## src/rtl/reglk_programmer.sv

```systemverilog
// Programs NB_REGS 32-bit register-lock words over an AXI-lite style master port,
// one transaction at a time, with an optional read-back compare of every word.
module reglk_programmer #(
  parameter int                        NB_REGS        = 6,
  parameter int                        AXI_ADDR_WIDTH = 64,
  parameter int                        AXI_DATA_WIDTH = 64,
  parameter logic [AXI_ADDR_WIDTH-1:0] BASE_ADDR      = '0
) (
  input  logic                          clk_i,
  input  logic                          rst_ni,
  input  logic                          start_i,
  input  logic                          verify_en_i,
  input  logic [NB_REGS*32-1:0]         lock_val_i,
  output logic                          aw_valid_o,
  input  logic                          aw_ready_i,
  output logic [AXI_ADDR_WIDTH-1:0]     aw_addr_o,
  output logic                          w_valid_o,
  input  logic                          w_ready_i,
  output logic [AXI_DATA_WIDTH-1:0]     w_data_o,
  output logic [AXI_DATA_WIDTH/8-1:0]   w_strb_o,
  input  logic                          b_valid_i,
  output logic                          b_ready_o,
  input  logic [1:0]                    b_resp_i,
  output logic                          ar_valid_o,
  input  logic                          ar_ready_i,
  output logic [AXI_ADDR_WIDTH-1:0]     ar_addr_o,
  input  logic                          r_valid_i,
  output logic                          r_ready_o,
  input  logic [AXI_DATA_WIDTH-1:0]     r_data_i,
  input  logic [1:0]                    r_resp_i,
  output logic                          busy_o,
  output logic                          done_o,
  output logic                          error_o,
  output logic [3:0]                    err_idx_o,
  output logic [1:0]                    err_type_o
);

  localparam int IDX_W = (NB_REGS > 1) ? $clog2(NB_REGS) : 1;
  localparam logic [IDX_W-1:0] LAST_IDX = IDX_W'(NB_REGS - 1);

  localparam logic [1:0] ERR_BRESP = 2'b01;
  localparam logic [1:0] ERR_RRESP = 2'b10;
  localparam logic [1:0] ERR_CMP   = 2'b11;

  typedef enum logic [2:0] {
    IDLE, WR_REQ, WR_RESP, RD_REQ, RD_RESP, DONE, ERR
  } state_e;

  state_e               state_q, state_d;
  logic [IDX_W-1:0]     idx_q, idx_d;
  logic                 aw_done_q, aw_done_d;
  logic                 w_done_q, w_done_d;
  logic                 verify_q, verify_d;
  logic [3:0]           err_idx_q, err_idx_d;
  logic [1:0]           err_type_q, err_type_d;
  logic                 capture;
  logic [NB_REGS*32-1:0] lock_q;

  logic [31:0]               cur_word;
  logic [AXI_ADDR_WIDTH-1:0] cur_addr;
  logic                      aw_hs, w_hs;

  function automatic logic word_mismatch(input logic [AXI_DATA_WIDTH-1:0] rdata,
                                         input logic [31:0] expected);
    // Any nonzero upper bit counts as a mismatch as well.
    return rdata != AXI_DATA_WIDTH'(expected);
  endfunction

  assign cur_word = lock_q[32*int'(idx_q) +: 32];
  assign cur_addr = BASE_ADDR + (AXI_ADDR_WIDTH'(idx_q) << 3);

  assign aw_valid_o = (state_q == WR_REQ) && !aw_done_q;
  assign w_valid_o  = (state_q == WR_REQ) && !w_done_q;
  assign b_ready_o  = (state_q == WR_RESP);
  assign ar_valid_o = (state_q == RD_REQ);
  assign r_ready_o  = (state_q == RD_RESP);

  // Payloads are gated by their valid so the bus reads as zero whenever idle or in reset.
  assign aw_addr_o = aw_valid_o ? cur_addr : '0;
  assign ar_addr_o = ar_valid_o ? cur_addr : '0;
  assign w_data_o  = w_valid_o ? AXI_DATA_WIDTH'(cur_word) : '0;
  assign w_strb_o  = w_valid_o ? '1 : '0;

  assign busy_o     = (state_q == WR_REQ) || (state_q == WR_RESP) ||
                      (state_q == RD_REQ) || (state_q == RD_RESP);
  assign done_o     = (state_q == DONE);
  assign error_o    = (state_q == ERR);
  assign err_idx_o  = err_idx_q;
  assign err_type_o = err_type_q;

  assign aw_hs = aw_valid_o && aw_ready_i;
  assign w_hs  = w_valid_o && w_ready_i;

  always_comb begin
    state_d    = state_q;
    idx_d      = idx_q;
    aw_done_d  = aw_done_q;
    w_done_d   = w_done_q;
    verify_d   = verify_q;
    err_idx_d  = err_idx_q;
    err_type_d = err_type_q;
    capture    = 1'b0;
    unique case (state_q)
      IDLE, DONE, ERR: begin
        if (start_i) begin
          capture    = 1'b1;
          verify_d   = verify_en_i;
          idx_d      = '0;
          aw_done_d  = 1'b0;
          w_done_d   = 1'b0;
          err_idx_d  = '0;
          err_type_d = '0;
          state_d    = WR_REQ;
        end
      end
      WR_REQ: begin
        if (aw_hs) aw_done_d = 1'b1;
        if (w_hs)  w_done_d  = 1'b1;
        if ((aw_done_q || aw_hs) && (w_done_q || w_hs)) begin
          aw_done_d = 1'b0;
          w_done_d  = 1'b0;
          state_d   = WR_RESP;
        end
      end
      WR_RESP: begin
        if (b_valid_i) begin
          if (b_resp_i != 2'b00) begin
            err_idx_d  = 4'(idx_q);
            err_type_d = ERR_BRESP;
            state_d    = ERR;
          end else if (idx_q == LAST_IDX) begin
            idx_d   = '0;
            state_d = verify_q ? RD_REQ : DONE;
          end else begin
            idx_d   = idx_q + 1'b1;
            state_d = WR_REQ;
          end
        end
      end
      RD_REQ: begin
        if (ar_ready_i) state_d = RD_RESP;
      end
      RD_RESP: begin
        if (r_valid_i) begin
          if (r_resp_i != 2'b00) begin
            err_idx_d  = 4'(idx_q);
            err_type_d = ERR_RRESP;
            state_d    = ERR;
          end else if (word_mismatch(r_data_i, cur_word)) begin
            err_idx_d  = 4'(idx_q);
            err_type_d = ERR_CMP;
            state_d    = ERR;
          end else if (idx_q == LAST_IDX) begin
            state_d = DONE;
          end else begin
            idx_d   = idx_q + 1'b1;
            state_d = RD_REQ;
          end
        end
      end
      default: state_d = IDLE;
    endcase
  end

  always_ff @(posedge clk_i or negedge rst_ni) begin
    if (!rst_ni) begin
      state_q    <= IDLE;
      idx_q      <= '0;
      aw_done_q  <= 1'b0;
      w_done_q   <= 1'b0;
      verify_q   <= 1'b0;
      err_idx_q  <= '0;
      err_type_q <= '0;
    end else begin
      state_q    <= state_d;
      idx_q      <= idx_d;
      aw_done_q  <= aw_done_d;
      w_done_q   <= w_done_d;
      verify_q   <= verify_d;
      err_idx_q  <= err_idx_d;
      err_type_q <= err_type_d;
    end
  end

  // Lock words are pure data: only ever read after a capture, so no reset is needed.
  always_ff @(posedge clk_i) begin
    if (capture) lock_q <= lock_val_i;
  end

endmodule

```

## config.mk

```make
export PLATFORM = sky130hd
export DESIGN_NAME = reglk_programmer
export DESIGN_NICKNAME = d
export VERILOG_FILES = /design/src/rtl/reglk_programmer.sv
export SDC_FILE = /design/constraint.sdc
export NUM_CORES = 1
export LEC_CHECK = 0
export ABC_AREA = 0
export BUFFER_PORTS_ARGS = -buffer_cell sky130_fd_sc_hd__buf_4
export CAP_MARGIN = 10
export CORE_AREA = 10 10 179 181
export CTS_CLUSTER_DIAMETER = 100
export DETAILED_ROUTE_END_ITERATION = 8
export DIE_AREA = 0 0 189 191
export PLACE_DENSITY = 0.67
export SYNTH_ARGS = -nofsm -noshare
export SYNTH_HDL_FRONTEND = slang
export SYNTH_SLANG_ARGS = --single-unit
export TNS_END_PERCENT = 10
```

## constraint.sdc

```tcl
create_clock -name clk_i -period 36.6 [get_ports clk_i]
set_clock_uncertainty 0.2 [all_clocks]
set_input_delay 3.66 -clock clk_i [delete_from_list [all_inputs] [get_ports clk_i]]
set_output_delay 3.66 -clock clk_i [all_outputs]
set_load 0.02 [all_outputs]
```

* Word level (Yosys, flattened, before mapping) *
Index checks and enable logic that the tools add are counted.

storage, ports and cells
  flip-flop bits (word level) = 207
  logic and storage cells = 103
  output and inout bits = 214
  input port bits = 269

cells by class
  multiplexer cells = 48
  add/sub/neg operators = 1
  reductions and logical operators = 24
  equal/unequal tests = 21
  shift-type cells = 1

operator list
  kind                number
  $shiftx 192x9->32   1
  $ne 64x32->1        1
  $mux 3              19
  $mux 32             1
  $mux 4              6
  $pmux 3 s5          1
  $ne 2x2->1 const B  7
  $eq 3x3->1 const B  4
  $mux 2              6
  $mux 6              2
  $pmux 4 s3          1
  $pmux 3 s3          1
  $mux 8              1
  $reduce_and 8->1    1
  $mux 1              7
  $eq 3x2->1 const B  2
  $ne 2x1->1 const B  3
  $ne 3x2->1 const B  2
  $pmux 2 s3          1
  $reduce_and 3->1    2
  $reduce_and 6->1    1
  $reduce_bool 2->1   3
  $logic_and 1x1->1   5
  $logic_or 1x1->1    5
  10 further kinds    12

* Longest topological paths before layout *
Gate-level depths: netlist of the first run.

  word-level depth = 7
  mapped depth = 13
  mapped depth without buffers = 9

* Worst setup path before layout of the first run *
No wires, ideal clock.

  path kind = in2reg
  start = input start_i
  end = register aw_done_q
  required time = 36268 ps
  path slack = 21864 ps
  path buffers = 0
  data arrival time = 14404 ps
  library setup time = 132 ps
  stages = 4
  path through = inv_1 a21oi_1 o21ai_0 a22o_1

on the way
  longest elaborated chain between the ends = 2

ends and longest elaborated chain
  what                        RTL line  text
  start: declaration          11        input logic start_i,
  $ne 2x2->1 (no line)        --
  $reduce_and 3->1 (no line)  --
  end signal: assignment      177       aw_done_q <= aw_done_d;
  end: declaration            51        logic aw_done_q, aw_done_d;

No other way between the ends.
A chain may end at the register's enable or synchronous reset.

* Worst setup path in the final report of the first run *
  start = register idx_q[0]
  end = output w_data_o[22]

on the way
  longest elaborated chain between the ends = 2

ends and longest elaborated chain
  what                      RTL line  text
  start: declaration        50        logic [IDX_W-1:0] idx_q, idx_d;
  start signal: assignment  176       idx_q <= idx_d;
  $shiftx 192x9->32         69        assign cur_word = lock_q[32*int'(idx_q) +: 32];
  $mux 32                   81        assign w_data_o = w_valid_o ? AXI_DATA_WIDTH'(cur_word) : '0;
  end: declaration          19        output logic [AXI_DATA_WIDTH-1:0] w_data_o,

No other way between the ends.

==> metrics.cfg, run 1 <==
[outcome]
outcome = finished, final reports clean

[die]
dieWidth_um = 189
die_y_um = 191
coreArea_um2 = 28470
io_pins = 483
row_count = 62
dieArea_um2 = 36100
start_util_pct = 37.03

[global_route]
grt_remaining_overflow = 0
grt_pass1_vias = 8059
antenna_found_initial = 1
grt_pass1_wl_um = 51750
grt_start_max_net_pins = 86
grtUsageTotal_pct = 18.96

[routing]
wl_um = 35900
first_pass_iters = 5
drtAntennaViolNets = 0
routed-via-count = 7430
wl_per_cell_um = 23.34
drc_errors = 0
vias_per_cell = 4.831
drtIter0Drc = 518

[clocking]
clk_pin_slew_worst_paths_ns = 0.05
clkSinkCount = 206
ctsResizeCount = 0
ctsHtreeMaxLevel = 1
cts_tree = done
clock_path_buffers = 3
cts-root-buf = clkbuf_16
cts_buffers = 24
cts_setup_buffers = 0
insertion_delay_ns = 0.54
cts_hold_buffers = 0

[power]
p_clk_share_pct = 25.4
switching_power_uw = 371.4
powerDensity_nw_per_um2 = 73.68
ir_drop_v = 0.00003923
power_frac_seq_pct = 35.7
p_total_uw = 998.9
swShare_pct = 37.18
power.internal_uw = 627.5
p_leak_uw = 0.005507
power_frac_comb_pct = 38.9

[setup_path]
path_class = reg -> out
arrival_ns = 3.44
crit_path_max_fanout = 59
end_kind = output port
start_kind = register
cp.required_ns = 32.74

[synth]
ys.flop_type = edfxtp_1
syn_avg_cell_area_um2 = 12.81
synth_seq_cells = 206
synth_edf_count = 192
yosysTopAreaCellShare_pct = 54.69
yosysWarnings = 0
synth_area_leader_cell = edfxtp_1
syn_area_um2 = 10540
async_reset_ff_share_pct = 6.796
seq_area_frac_synth_pct = 58.01
syn_inst = 823
synthDistinctLibCells = 72
netlist_top_cells_area = edfxtp_1 55%, buf_4 12%, mux2i_1 4.9%, mux2_2 3.4%, dfrtp_1 3.3%

[timing]
fmax_ghz = 0.1371
grt_setup_unrepaired = false
setup-violations-final = 0
tightest_slew_ns = 1.103
finalSetupTns_ns = 0
finalHoldViolCount = 0
slew-limit-headroom_pct = 26.45
final.min_clock_period_ns = 7.295
slew_violations = 0
min_period_over_period_pct = 19.93

[finish]
final_common_cell = buf_4
syn_to_final_growth_pct = 28.60
most-common-layout-cells = 334 x buf_4, 192 x edfxtp_1, 155 x conb_1, 54 x nor2_1, 52 x mux2i_1
finalInstanceArea_um2 = 13560
nets = 1410
fill_cells = 2621
drive_above_1_share_pct = 36.43

[place]
place.gp.congestion = 0.8107
placed_area_um2 = 12730
dpl.hpwl_um = 28250
portBuffers = 327

[run]
maxCapViolCount = 0

[hold_path]
hp-class = reg -> reg

## per-stage QoR
| stage | setup WS (ns) | cells | utilization (%) | hold WS, ns |
|---|---|---|---|---|
| 2_1_floorplan | 21.86 | 977 | - | 0.2822 |
| 3_3_place_gp | 29.39 | 1497 | 44.71 | 0.3035 |
| 3_5_place_dp | 29.36 | 1497 | 44.71 | 0.3092 |
| 4_1_cts | 29.15 | 1537 | 47.61 | 0.3225 |
| 5_1_grt | 29.08 | 1538 | 47.62 | 0.3403 |
| 6_report | 29.30 | 1538 | 47.62 | 0.3211 |
## worst max-delay path, cell delays in order (launching register included)
cell and delay (ns):
dfrtp_4 0.88, buf_4 0.83, mux2_1 0.39, a222oi_1 0.50
nor2_1 0.08, buf_4 0.18
## worst paths after layout
check / startpoint / end / slack [ns] / cells past startpoint
setup / recovery: idx_q[0] / w_data_o[22] / 29.30 / 5
hold / removal: err_idx_o[0] / err_idx_o[0] / 0.32 / 1
setup reg to reg: idx_q[0] / err_idx_o[1] / 31.63 / 10
hold reg to reg: err_idx_o[0] / err_idx_o[0] / 0.32 / 1
max in group asynchronous: rst_ni / idx_q[0] / 33.21 / 1
min in group asynchronous: rst_ni / verify_q / 2.79 / 1
## logic make-up after synthesis
kind of cell,Yosys count,synth area share (%)
buf+inv,212,13.78
flops,206,58.01
simple gates,166,7.904
compound gates,127,8.771
mux,98,10.35
xor+xnor,11,0.9138
fa+ha+maj,2,0.2373
other cells,1,0.03557
## layer usage
metal	vias up	wire [µm]	global-route usage, %	part of all wire, %
li1	3393	-	-	-
met1	3563	12770	20.63	36
met2	413	17920	32.67	50
met3	61	3893	7.653	11
met4	0	1315	7.112	3.7
met5	-	0	0	0
## state kept, by name (all words and copies together), names as in the netlist
signal	count
idx_q	3
lock_q	192
err_type_o	2
w_done_q	1
state_q	3
verify_q	1
aw_done_q	1
err_idx_o	3
## synth_stat cells (all sizes together), types with 3 or more instances
library cell  count
o211ai            6
o22a              7
or2               3
buf             181
a2111oi           4
edfxtp          192
inv              14
o22ai            14
nand3            15
nor2             54
mux2             42
nor2b             4
xor2              5
nand4             4
nand3b            8
mux4              4
clkbuf           17
and2              6
xnor2             6
dfrtp            14
nor3              7
o2111ai           3
nand2            29
mux2i            52
nor4             12
o21ai             9
a222oi            7
a31oi             3
and3              3
a22o              5
o221ai            3
or3              10
a22oi             9
nand2b            3
or4               3
a21oi            35
## power groups by stage
stage	combinational, µW	sequential (µW)	clock, µW
finish	388	357	254
global route	420	364	269
CTS	393	358	259
detailed placement	391	363	0
global placement	387	361	0
floorplan	265	372	0
## layout make-up
type	count	area (µm²)	area share, %
Tap cell	384	480.5	3.544
Clock inverter	12	211.5	1.560
Antenna cell	1	2.502	0.01846
Multi-Input combinational cell	559	3568	26.32
Sequential cell	206	6120	45.14
Clock buffer	28	615.6	4.540
Timing Repair Buffer	334	2507	18.49
Inverter	14	52.55	0.3876
(Power assumes the default switching activity.)
==> run 2, diff against run 1 <==
- clock period: 36.6 -> 7.5 ns (I/O delays scaled with it)
==> run 2 against run 1 <==
Effect of this change:
- setup slack worse by 26 ns
- core utilization down 0.21 points
- critical path depth up 5
- flip-flop and latch count unchanged
- global-route usage up 0.47 points
- cell count up 0.52%
- power rose to 4.7 times the previous value
- via count up 0.63%
- worst hold slack worse by 0.13 ns
- critical path type is now reg -> reg
==> metrics.cfg, run 2 (same netlist as run 1, synthesis figures left out) <==
[outcome]
outcome = finished, final reports clean  ; unchanged

[routing]
wl_per_cell_um = 23.88  ; was 23.34 µm
drtIter0Drc = 452  ; was 518
first_pass_iters = 5  ; unchanged
drc_errors = 0  ; unchanged
vias_per_cell = 4.836  ; was 4.831
routed-via-count = 7477  ; was 7430
drtAntennaViolNets = 0  ; unchanged
wl_um = 36930  ; was 35900 µm

[finish]
drive_above_1_share_pct = 36.32  ; was 36.43%
top_register = lock_q  ; unchanged
fill_cells = 2578  ; was 2621
largest_reg_flops = 192  ; unchanged
nets = 1413  ; was 1410
finish.utilization_pct = 47.41  ; was 47.62%
syn_to_final_growth_pct = 28.03  ; was 28.60%
most-common-layout-cells = 337 x buf_4, 192 x edfxtp_1, 155 x conb_1, 54 x nor2_1, 52 x mux2i_1  ; was 334 x buf_4, 192 x edfxtp_1, 155 x conb_1, 54 x nor2_1, 52 x mux2i_1
final_common_cell = buf_4  ; unchanged

[die]
start_util_pct = 37.03  ; unchanged
dieArea_um2 = 36100  ; unchanged
io_pins = 483  ; unchanged
die_y_um = 191  ; unchanged
dieWidth_um = 189  ; unchanged
coreArea_um2 = 28470  ; unchanged
row_count = 62  ; unchanged

[hold_path]
hold_path_depth = 1  ; unchanged
hp-class = in -> reg  ; was reg -> reg

[timing]
final.min_clock_period_ns = 4.614
grt_setup_unrepaired = false  ; unchanged
finalSetupTns_ns = 0  ; unchanged
tightest_slew_ns = 1.115  ; was 1.103 ns
finalHoldViolCount = 0  ; unchanged
slew_violations = 0  ; unchanged
fmax_ghz = 0.2167
min_period_over_period_pct = 61.53
setup-violations-final = 0  ; unchanged
slew-limit-headroom_pct = 25.47  ; was 26.45%

[power]
ir_drop_v = 0.0002506  ; was 0.00003923 V
p_leak_uw = 0.005481  ; was 0.005507 µW
powerDensity_nw_per_um2 = 350.9  ; was 73.68 nW/µm²

[setup_path]
ff2ff_path_depth = 10  ; unchanged
startpoint = idx_q[0]  ; unchanged
arrival_ns = 4.83  ; was 3.44 ns
end_kind = register  ; was output port
crit_path_max_fanout = 34  ; was 59
path_class = reg -> reg  ; was reg -> out
start_kind = register  ; unchanged
endpoint = err_idx_o[1]  ; was w_data_o[22]
r2r_end = err_idx_o[1]  ; unchanged
reg2reg_slack_ns = 2.89  ; was 31.63 ns
cp.required_ns = 7.71  ; was 32.74 ns
regToRegStartpoint = idx_q[0]  ; unchanged

[clocking]
clk_pin_slew_worst_paths_ns = 0.06  ; was 0.05 ns
cts_buffers = 23  ; was 24
clkSinkCount = 206  ; unchanged
clock_path_buffers = 3  ; unchanged
ctsResizeCount = 0  ; unchanged
insertion_delay_ns = 0.53  ; was 0.54 ns
cts-root-buf = clkbuf_16  ; unchanged
cts_setup_buffers = 0  ; unchanged
cts_tree = done  ; unchanged
ctsHtreeMaxLevel = 1  ; unchanged

[run]
maxCapViolCount = 0  ; unchanged

[place]
place.gp.congestion = 0.8701  ; was 0.8107
dpl.hpwl_um = 29500  ; was 28250 µm
portBuffers = 327  ; unchanged

[global_route]
antenna_found_initial = 3  ; was 1
grt_remaining_overflow = 0  ; unchanged
grt_pass1_vias = 8128  ; was 8059
grtUsageTotal_pct = 19.44  ; was 18.96%
grt_pass1_wl_um = 52590  ; was 51750 µm
grt_start_max_net_pins = 64  ; was 86

-- run 2: cell count changes in the layout (fill, tap and decap cells not counted) --
cell,previous run,this run
diode_2,1,3
clkinv_1,2,5
clkbuf_1,4,5
clkbuf_16,24,23
inv_16,0,1
bufinv_16,5,2
clkinv_2,3,4
clkinv_16,1,0
clkinvlp_4,0,1
dlygate4sd3_1,0,1
buf_4,334,337
-- run 2: report_power, final --
part | total (µW) | internal (µW) | leakage (µW) | switching, µW
sequential | 1750 | 1610 | 0.00195 | 143
clock | 1100 | 637 | 0.000355 | 464
combinational | 1890 | 698 | 0.00318 | 1190
total | 4740 | 2940 | 0.00548 | 1800
-- run 2: worst min path at each step --
stage	startpoint	end	slack (ns)
after CTS	lock_val_i[48]	lock_q[48]	0.17
after detailed placement	err_idx_o[2]	err_idx_o[2]	0.32
after floorplan	rst_ni	aw_done_q	0.25
final	lock_val_i[144]	lock_q[144]	0.19
after global routing	lock_val_i[48]	lock_q[48]	0.17
after global placement	w_done_q	w_done_q	0.31
-- run 2: per-layer routing --
layer	vias up	GRT usage (%)	share of wire (%)
li1	3407	-	-
met1	3595	21.01	36
met2	430	34.11	50
met3	45	7.434	10
met4	0	6.929	3.1
met5	-	0	0
-- run 2: repair_timing --
action                                 in CTS  in global routing
hold buffers                                1                  0
setup endpoints to repair                   0                  0
endpoints found under the hold margin      14                  0
-- run 2: worst max-delay path, stage by stage (launching register included) --
cell      delay [ns]
dfrtp_4         0.79
buf_4           0.56
mux2i_1         0.33
mux2i_1         0.23
o211ai_1        0.12
or4_1           0.55
or4_1           0.49
or4_4           0.59
or2_1           0.28
o211a_2         0.15
a22o_1          0.18
-- run 2: cell type report --
class | instances | area (µm²) | share of cell area [%]
Antenna cell | 3 | 7.507 | 0.05562
Clock buffer | 28 | 594.3 | 4.403
Clock inverter | 14 | 135.1 | 1.001
Inverter | 14 | 52.55 | 0.3893
Multi-Input combinational cell | 559 | 3568 | 26.44
Sequential cell | 206 | 6120 | 45.34
Tap cell | 384 | 480.5 | 3.560
Timing Repair Buffer | 338 | 2540 | 18.82
-- run 2: through the flow --
step,worst slack (ns),cell area [µm²],hold slack [ns],power (µW),std cells
2_1_floorplan,2.175,11130,0.2544,3021,977
6_report,2.886,13500,0.1928,4736,1546
3_5_place_dp,2.902,12750,0.3204,3664,1500
4_1_cts,2.857,13490,0.1693,4778,1543
3_3_place_gp,3.000,12750,0.3085,3642,1500
5_1_grt,2.677,13500,0.1733,4989,1546
==> run 3, diff against run 2 <==
- ABC_AREA: 0 -> 1
- PLACE_DENSITY: 0.67 -> 0.71
- clock period: 7.5 -> 4.15 ns (I/O delays scaled with it)
==> run 3 against run 2 <==
Effect of this change:
- sequential power grew 81%
- combinational power grew 87%
- power grew 81%
- via count grew 26%
- first-iteration DRC count grew 21%
- design area grew 17%
- clock power grew 69%
- critical path depth shrank 2
- highest routed layer unchanged
- cell count grew 33%
==> metrics.cfg, run 3 <==
[timing]
whs_ns = 0.03001  ; was 0.1928 ns
min_period_over_period_pct = 82.09
finalHoldViolCount = 0  ; unchanged
finalSetupTns_ns = 0  ; unchanged
setup-violations-final = 0  ; unchanged
slew-limit-headroom_pct = 53.43  ; was 25.47%
tightest_slew_ns = 0.6959  ; was 1.115 ns
final.min_clock_period_ns = 3.407
fmax_ghz = 0.2935
slew_violations = 0  ; unchanged
grt_setup_unrepaired = false  ; unchanged
timing.final.ws_setup_ns = 0.7431  ; was 2.886 ns

[clocking]
clock_path_buffers = 3  ; unchanged
cts_setup_buffers = 0  ; unchanged
cts-root-buf = clkbuf_16  ; unchanged
clkSinkCount = 206  ; unchanged
clk_pin_slew_worst_paths_ns = 0.06  ; about the same
cts_buffers = 22  ; was 23
cts_tree = done  ; unchanged
ctsResizeCount = 0  ; unchanged
insertion_delay_ns = 0.53  ; about the same
ctsHtreeMaxLevel = 1  ; unchanged

[finish]
nets = 1928  ; was 1413
final_cells = 2061  ; was 1546
drive_above_1_share_pct = 24.94  ; was 36.32%
fill_cells = 2289  ; was 2578
top_register = lock_q  ; unchanged
most-common-layout-cells = 332 x buf_4, 275 x nand2_1, 195 x dlygate4sd3_1, 192 x edfxtp_1, 155 x conb_1  ; was 337 x buf_4, 192 x edfxtp_1, 155 x conb_1, 54 x nor2_1, 52 x mux2i_1
final_common_cell = buf_4  ; unchanged
largest_reg_flops = 192  ; unchanged
syn_to_final_growth_pct = 44.30  ; was 28.03%

[synth]
synthDistinctLibCells = 37  ; was 72
yosysWarnings = 0  ; unchanged
async_reset_ff_share_pct = 6.796  ; unchanged
synth_seq_cells = 206  ; unchanged
ys.flop_type = edfxtp_1  ; unchanged
synth_edf_count = 192  ; unchanged
yosys-top-cells-count = 276 x nand2_1, 192 x edfxtp_1, 171 x buf_4  ; was 192 x edfxtp_1, 164 x buf_4, 54 x nor2_1
yosysTopAreaCellShare_pct = 52.69  ; was 54.69%
seq_area_frac_synth_pct = 55.89  ; was 58.01%
syn_area_um2 = 10940  ; was 10540 µm²
syn_avg_cell_area_um2 = 9.539  ; was 12.81 µm²
synth_most_common_cell = nand2_1  ; was edfxtp_1
syn_inst = 1147  ; was 823
synth_area_leader_cell = edfxtp_1  ; unchanged
netlist_top_cells_area = edfxtp_1 53%, buf_4 12%, nand2_1 9.5%, inv_1 3.9%, nor2_1 3.8%  ; was edfxtp_1 55%, buf_4 12%, mux2i_1 4.9%, mux2_2 3.4%, dfrtp_1 3.3%

[hold_path]
hp-class = in -> reg  ; unchanged
hold_path_depth = 3  ; was 1

[die]
io_pins = 483  ; unchanged
row_count = 62  ; unchanged
start_util_pct = 38.43  ; was 37.03%
dieArea_um2 = 36100  ; unchanged
die_y_um = 191  ; unchanged
dieWidth_um = 189  ; unchanged
coreArea_um2 = 28470  ; unchanged

[global_route]
grtUsageTotal_pct = 21.44  ; was 19.44%
grt_pass1_vias = 10230  ; was 8128
grt_remaining_overflow = 0  ; unchanged
grt_start_max_net_pins = 121  ; was 64
grt_pass1_wl_um = 60350  ; was 52590 µm
antenna_found_initial = 5  ; was 3

[place]
place.gp.congestion = 0.8641  ; was 0.8701
portBuffers = 327  ; unchanged
place_ws_ns = 0.9975  ; was 2.902 ns
dp_cells = 1822  ; was 1500
dpl.hpwl_um = 27860  ; was 29500 µm

[routing]
routed-via-count = 9450  ; was 7477
first_pass_iters = 5  ; unchanged
drtAntennaViolNets = 0  ; unchanged
wl_per_cell_um = 19.58  ; was 23.88 µm
wl_um = 40360  ; was 36930 µm
vias_per_cell = 4.585  ; was 4.836
drtIter0Drc = 549  ; was 452
drc_errors = 0  ; unchanged

[setup_path]
cp_slowest_cell = nor2_1  ; was dfrtp_4
start_kind = register  ; unchanged
ff2ff_path_depth = 16  ; was 10
cp_cell_sequence = inv_1, nor2_1, nand2_1, nor2_1, inv_1, buf_4, a21oi_1, buf_4  ; was buf_4, mux2i_1, mux2i_1, o211ai_1, or4_1, or4_1, or4_4, or2_1, o211a_2, a22o_1
crit_family = simple AND/OR/NAND/NOR gates  ; unchanged
path_class = reg -> out  ; was reg -> reg
critPathMaxStageDelay_ns = 0.55  ; was 0.79 ns
crit_path_max_fanout = 20  ; was 34
arrival_ns = 2.79  ; was 4.83 ns
cp_num_cells = 8  ; was 10
end_kind = output port  ; was register
path_buf_inv = 4  ; was 1
cp.required_ns = 3.53  ; was 7.71 ns

[power]
ir_drop_v = 0.0004608  ; was 0.0002506 V
powerDensity_nw_per_um2 = 541.9  ; was 350.9 nW/µm²
p_leak_uw = 0.007327  ; was 0.005481 µW
p_total_uw = 8556  ; was 4736 µW

[run]
maxCapViolCount = 0  ; unchanged

[outcome]
outcome = finished, final reports clean  ; unchanged

[run 3: cell types whose count changed after synthesis, moves of 32 or more]
cell	delta
inv_1	+100
mux2_2	-32
mux2i_1	-51
nand2_1	+247
nand3_1	+49
nor2_1	+56
[run 3: report_power, final]
part           switching [µW]  total, µW  internal [µW]
clock network             815       1860           1040
logic                    2340       3540           1200
registers                 216       3160           2950
[run 3: routing by layer]
metal	global-route usage, %	routed length (µm)
met5	0	0
met4	10.59	1895
met2	37.63	20250
met1	22.50	13980
met3	7.544	4235
[run 3: path summary, 6_finish.rpt]
check                              start            end  slack (ns)
setup / recovery              state_q[0]    w_data_o[0]        0.74
hold / removal                aw_ready_i      aw_done_q        0.03
setup reg to reg                idx_q[1]       idx_q[2]        0.99
hold reg to reg            err_type_o[0]  err_type_o[0]        0.28
max in group asynchronous         rst_ni       idx_q[0]        3.42
min in group asynchronous         rst_ni   err_idx_o[0]        0.14
[run 3: per-stage QoR]
step	instance area (µm²)	utilization [%]
2_1_floorplan	11540	-
6_report	15790	55.46
3_5_place_dp	13160	46.22
5_1_grt	15790	55.46
4_1_cts	15780	55.41
3_3_place_gp	13160	46.22
[run 3: timing repair]
| item | in CTS | in global routing |
|---|---|---|
| hold endpoints to repair | 208 | 0 |
| setup endpoints to repair | 0 | 0 |
| hold buffers | 195 | 0 |
[run 3: final cells by class]
| class | instances | area (µm²) | share of cell area, % |
|---|---|---|---|
| Sequential cell | 206 | 6121 | 38.77 |
| Timing Repair Buffer | 532 | 4544 | 28.78 |
| Multi-Input combinational cell | 779 | 3523 | 22.32 |
| Clock buffer | 27 | 569.3 | 3.606 |
| Tap cell | 384 | 480.5 | 3.043 |
| Inverter | 116 | 440.4 | 2.789 |
| Clock inverter | 12 | 97.59 | 0.6181 |
| Antenna cell | 5 | 12.51 | 0.07925 |
[run 3: kinds of logic (layout without fill, tap and decap cells)]
group           Yosys count  count (layout)  synth area share, %
simple gates            488             488                18.80
flops                   206             206                55.89
mux                       1               1              0.09148
buf+inv                 316             687                17.31
fa+ha+maj                 2               2               0.2287
other cells               1             160              0.03427
compound gates          129             129                7.319
xor+xnor                  4               4               0.3202
[run 3: tightest hold or removal path, stage by stage]
cell	delay (ns)
buf_4	0.10
a21oi_1	0.07
nor2_1	0.10
